===== src/rtl/ctrl_pkg.sv =====
// Shared types and constants for the interval-timer controller.
package ctrl_pkg;

    typedef enum logic [1:0] {
        IDLE = 2'd0,
        RUN  = 2'd1,
        DONE = 2'd2
    } state_t;

    localparam logic MODE_ONESHOT  = 1'b0;
    localparam logic MODE_PERIODIC = 1'b1;

endpackage


===== src/rtl/timer_prescaler.sv =====
// Prescale counter: emits one step strobe every (prescale_s+1) enabled clocks.
module timer_prescaler #(
    parameter int PRE_WIDTH = 4
) (
    input  logic                 clk,
    input  logic                 rst,
    input  logic                 clear,
    input  logic                 enable,
    input  logic [PRE_WIDTH-1:0] prescale_s,
    output logic                 step
);

    logic [PRE_WIDTH-1:0] pre;
    logic                 at_limit;

    assign at_limit = (pre == prescale_s);
    assign step     = enable && !clear && at_limit;

    // NOTE: sequential state uses non-blocking assignments only, so every
    // register samples pre-edge values and simulation matches synthesis.
    always_ff @(posedge clk or negedge rst) begin
        if (!rst) begin
            pre <= '0;
        end else if (clear) begin
            pre <= '0;
        end else if (enable) begin
            pre <= at_limit ? '0 : pre + PRE_WIDTH'(1);
        end
    end

endmodule


===== src/rtl/counter_timer_ctrl.sv =====
// Interval-timer controller: FSM, shadow config registers and main up-counter.
module counter_timer_ctrl
    import ctrl_pkg::*;
#(
    parameter int WIDTH     = 5,
    parameter int PRE_WIDTH = 4
) (
    input  logic                 clk,
    input  logic                 rst,
    input  logic                 start,
    input  logic                 stop,
    input  logic                 mode,
    input  logic [WIDTH-1:0]     period,
    input  logic [PRE_WIDTH-1:0] prescale,
    output logic [WIDTH-1:0]     cnt_out,
    output logic                 busy,
    output logic                 tick,
    output logic                 done
);

    state_t               state;
    logic [WIDTH-1:0]     period_s;
    logic [PRE_WIDTH-1:0] prescale_s;
    logic                 mode_s;
    logic                 step;

    // Any control request restarts the prescale phase from zero.
    timer_prescaler #(.PRE_WIDTH(PRE_WIDTH)) u_prescaler (
        .clk        (clk),
        .rst        (rst),
        .clear      (start | stop),
        .enable     (state == RUN),
        .prescale_s (prescale_s),
        .step       (step)
    );

    // NOTE: shadow config registers are reset explicitly; they are small
    // flops, not a memory, and a defined value keeps restarts deterministic.
    always_ff @(posedge clk or negedge rst) begin
        if (!rst) begin
            state      <= IDLE;
            cnt_out    <= '0;
            period_s   <= '0;
            prescale_s <= '0;
            mode_s     <= MODE_ONESHOT;
            busy       <= 1'b0;
            tick       <= 1'b0;
            done       <= 1'b0;
        end else begin
            tick <= 1'b0;
            done <= 1'b0;
            if (stop) begin
                state <= IDLE;
                busy  <= 1'b0;
            end else if (start) begin
                period_s   <= period;
                prescale_s <= prescale;
                mode_s     <= mode;
                cnt_out    <= '0;
                state      <= RUN;
                busy       <= 1'b1;
            end else begin
                case (state)
                    RUN: begin
                        if (step) begin
                            if (cnt_out != period_s) begin
                                cnt_out <= cnt_out + WIDTH'(1);
                            end else begin
                                tick <= 1'b1;
                                if (mode_s == MODE_PERIODIC) begin
                                    cnt_out <= '0;
                                end else begin
                                    state <= DONE;
                                    busy  <= 1'b0;
                                    done  <= 1'b1;
                                end
                            end
                        end
                    end
                    DONE:    state <= IDLE;
                    default: ;
                endcase
            end
        end
    end

endmodule


===== config.mk =====
export PLATFORM = sky130hd
export DESIGN_NAME = counter_timer_ctrl
export DESIGN_NICKNAME = d
export VERILOG_FILES = /design/src/rtl/ctrl_pkg.sv /design/src/rtl/timer_prescaler.sv /design/src/rtl/counter_timer_ctrl.sv
export SDC_FILE = /design/constraint.sdc
export NUM_CORES = 1
export LEC_CHECK = 0
export ABC_AREA = 0
export CORE_MARGIN = 8
export CORE_UTILIZATION = 51
export CTS_BUF_LIST = sky130_fd_sc_hd__clkbuf_16
export CTS_CLUSTER_SIZE = 8
export DETAILED_ROUTE_END_ITERATION = 16
export MAX_ROUTING_LAYER = met4
export PLACE_DENSITY = 0.78
export SYNTH_ARGS = -nofsm -noshare
export SYNTH_HDL_FRONTEND = slang
export SYNTH_SLANG_ARGS = --single-unit
export TNS_END_PERCENT = 100

===== constraint.sdc =====
create_clock -name clk -period 2.35 [get_ports clk]
set_input_delay 0.47 -clock clk [delete_from_list [all_inputs] [get_ports clk]]
set_output_delay 0.47 -clock clk [all_outputs]
set_load 0.1 [all_outputs]

==> load_flow_metrics.sql <==
INSERT INTO impl_metrics (metric_group, metric, value, unit) VALUES
('outcome', 'outcome', 'completed', ''),
('clock_network', 'ctsResizeCount', '0', ''),
('timing', 'clock_skew', '0.00161', 'ns'),
('worst_setup_path', 'worstSetupPathDepth', '6', ''),
('drt', 'initialDrtViolationCount', '33', ''),
('die', 'fp-row-count', '17', ''),
('timing', 'slew_headroom', '0.697', ''),
('clock_network', 'clockBufferDepth', '2', ''),
('die', 'floorplan.die.width', '64.4', 'um'),
('global_route', 'globalRouteTotalUtil', '0.131', ''),
('timing', 'fmax', '0.500', 'GHz'),
('worst_setup_path', 'startpoint', 'stop', ''),
('power', 'worst_ir_drop_vdd', '0.374', 'mV'),
('power', 'power.internal', '738', 'uW'),
('layout', 'synthToLayoutAreaGrowth', '27.0', '%'),
('worst_setup_path', 'critical_path.slowest_cell', 'sky130_fd_sc_hd__clkdlybuf4s50_1', ''),
('die', 'starting_density_of_the_core', '0.540', ''),
('timing', 'setup-violations-final', '0', ''),
('global_route', 'grt_overflow_total', '0', ''),
('worst_setup_path', 'timing.critical_path.buf_inv', '1', ''),
('power', 'combinationalPowerShare', '0.164', ''),
('timing', 'rsz0062_at_grt', 'false', ''),
('die', 'floorplan_die_area', '4140', 'um^2'),
('clock_network', 'tritoncts_clock_tree', 'built', ''),
('drt', 'drt-pass1-iter-count', '4', ''),
('synthesis', 'synth_cell_types', '25', ''),
('drt', 'postRouteWirelength', '2460', 'um'),
('worst_setup_path', 'crit-reg2reg-capture', 'state[1]', ''),
('die', 'design.core.area', '2210', 'um^2'),
('layout', 'drive_gt1_frac', '0.140', ''),
('timing', 'timing.final.crit_share', '0.850', ''),
('timing', 'fin_setup_tns', '0', 'ns'),
('synthesis', 'ys.flop_type', 'sky130_fd_sc_hd__dfrtp_1', ''),
('power', 'power.sequential.fraction', '0.470', ''),
('power', 'power_leakage', '0.746', 'nW'),
('synthesis', 'synth-seq-area-share', '0.503', ''),
('worst_setup_path', 'cpLargestDelayFamily', 'compound AO/OA/AOI/OAI gates', ''),
('synthesis', 'net_count_after_synthesis', '142', ''),
('drt', 'dr_total_vias', '963', ''),
('clock_network', 'h-tree-depth', '1', ''),
('drt', 'detail_route.drc_violations', '0', ''),
('synthesis', 'count_of_flip_flops_with_a_built_in_enable_after_synthesis', '0', ''),
('worst_setup_path', 'critical_path.startpoint_type', 'primary input', ''),
('worst_setup_path', 'crit_path_frequent_cell', 'sky130_fd_sc_hd__a22o_1', ''),
('power', 'power.switching', '249', 'uW'),
('worst_setup_path', 'worstPathArrival', '2.14', 'ns'),
('worst_setup_path', 'critical_path.max_stage_delay', '0.49', 'ns'),
('global_route', 'first_global_vias', '1005', ''),
('synthesis', 'number_of_warnings_reported_in_the_yosys_synthesis_log', '0', ''),
('drt', 'routed_wire_length_per_instance', '13.8', 'um'),
('synthesis', 'yosys_register_bits', '24', ''),
('clock_network', 'cts.sink_count', '24', ''),
('synthesis', 'synth.avg_cell_area', '9.63', 'um^2'),
('flow_run', 'maxCapViolations', '0', ''),
('die', 'floorplan.io_pins', '22', ''),
('global_route', 'grt_pass1_wl', '4310', 'um'),
('clock_network', 'post-cts-setup-buffer-count', '0', ''),
('worst_setup_path', 'rr_worst_depth', '5', ''),
('clock_network', 'cts_hold_buf', '0', ''),
('timing', 'count_of_endpoints_failing_hold_in_the_final_timing_report', '0', ''),
('clock_network', 'clock_tree.root_cell', 'sky130_fd_sc_hd__clkbuf_16', ''),
('worst_setup_path', 'worst_setup_path_endpoint', 'cnt_out[3]', ''),
('placed_design', 'io_buffers', '21', ''),
('layout', 'insertedDiodeCount', '0', ''),
('synthesis', 'post_synth_instance_area', '1190', 'um^2'),
('power', 'netSwitchingFraction', '0.252', ''),
('synthesis', 'postSynthCellCount', '124', ''),
('worst_setup_path', 'critical_path_required', '2.49', 'ns'),
('worst_setup_path', 'path_max_fanout', '6', ''),
('timing', 'worst_slew_pin_slew', '0.452', 'ns'),
('placed_design', 'placed_cells', '175', '');
[Yosys cell counts (all sizes together), types with 3 or more instances]
cell,count,share of area
xor2,5,0.037
dfrtp,24,0.50
inv,5,0.016
xnor2,5,0.037
ha,4,0.042
nor3,5,0.030
nand3,3,0.013
nor2,10,0.031
o21ai,4,0.017
a22o,9,0.067
nand2,36,0.11
[how the worst min path moves through the flow]
stage	from	end	depth (start not counted)
2_1_floorplan	rst	busy	0
3_3_place_gp	mode_s	mode_s	2
3_5_place_dp	mode_s	mode_s	2
4_1_cts	period_s[4]	period_s[4]	2
5_1_grt	prescale_s[1]	prescale_s[1]	2
6_report	prescale_s[1]	prescale_s[1]	2
[metal layers]
layer,up-vias,GRT usage,share of wire
li1,473,-,-
met1,449,0.139,0.41
met2,30,0.204,0.51
met3,11,0.0470,0.055
met4,0,0.0790,0.026
met5,-,-,0
[power by group through the flow]
stage               registers, mW  logic, mW  clock network (mW)
finish                      0.463      0.162               0.362
global route                0.467      0.179               0.383
CTS                         0.464      0.163               0.363
detailed placement          0.471      0.161                   0
global placement            0.470      0.155                   0
floorplan                   0.480     0.0893                   0
[metrics by stage]
step / setup slack [ns] / hold WS [ns] / power [mW] / area (um^2) / util
final: 0.352 / 0.491 / 0.987 / 1520 / 0.686
after global routing: 0.225 / 0.507 / 1.03 / 1520 / 0.686
after CTS: 0.363 / 0.496 / 0.990 / 1520 / 0.686
after detailed placement: 0.114 / 0.475 / 0.632 / 1440 / 0.652
after global placement: 0.198 / 0.467 / 0.625 / 1440 / 0.652
after floorplan: 0.00799 / 0.174 / 0.569 / 1190 / -
[placed cells by master (no fill, tap or decap), drive strengths merged]
cell type      synthesis  routed
a211o                  1       1
a21oi                  2       2
a221oi                 1       1
a22o                   9       9
a32o                   1       1
and2                   1       1
and4                   1       1
buf                    0      12
clkbuf                 2       3
clkdlybuf4s50          0      13
dfrtp                 24      24
ha                     4       4
inv                    5       5
mux2                   1       1
nand2                 36      36
nand2b                 1       1
nand3                  3       3
nand4                  1       1
nor2                  10      10
nor3                   5       5
nor3b                  1       1
o21ai                  4       4
o31ai                  1       1
xnor2                  5       5
xor2                   5       5
[cells by family (layout without fill, tap and decap cells)]
family | Yosys count | in the layout | synth area share
mux | 1 | 1 | 0.00943
buf+inv | 7 | 33 | 0.0220
fa+ha+maj | 4 | 4 | 0.0419
compound gates | 19 | 19 | 0.124
flops | 24 | 24 | 0.503
simple gates | 59 | 59 | 0.226
xor+xnor | 10 | 10 | 0.0734
[area by class of cell]
class	count	area, um^2
flip-flops and latches	24	601
repair buffers	25	220
inverters	5	18.8
clock buffers	3	75.1
well taps	28	35.0
fillers	176	696
multi-input cells	93	567
[flip-flops by register name, indices dropped and copies added (netlist names)]
name and cells:
mode_s 1, prescale_s 4, busy 1, u_prescaler.pre 4, period_s 5, done 1
state 2, cnt_out 5, tick 1
[worst min-delay path, delay by kind of cell, from the launching register on]
| family | cells | cell delay (ns) |
|---|---|---|
| flip-flops | 1 | 0.35 |
| AND/OR/NAND/NOR | 2 | 0.10 |
No activity file was read; power rests on OpenSTA's default activity.
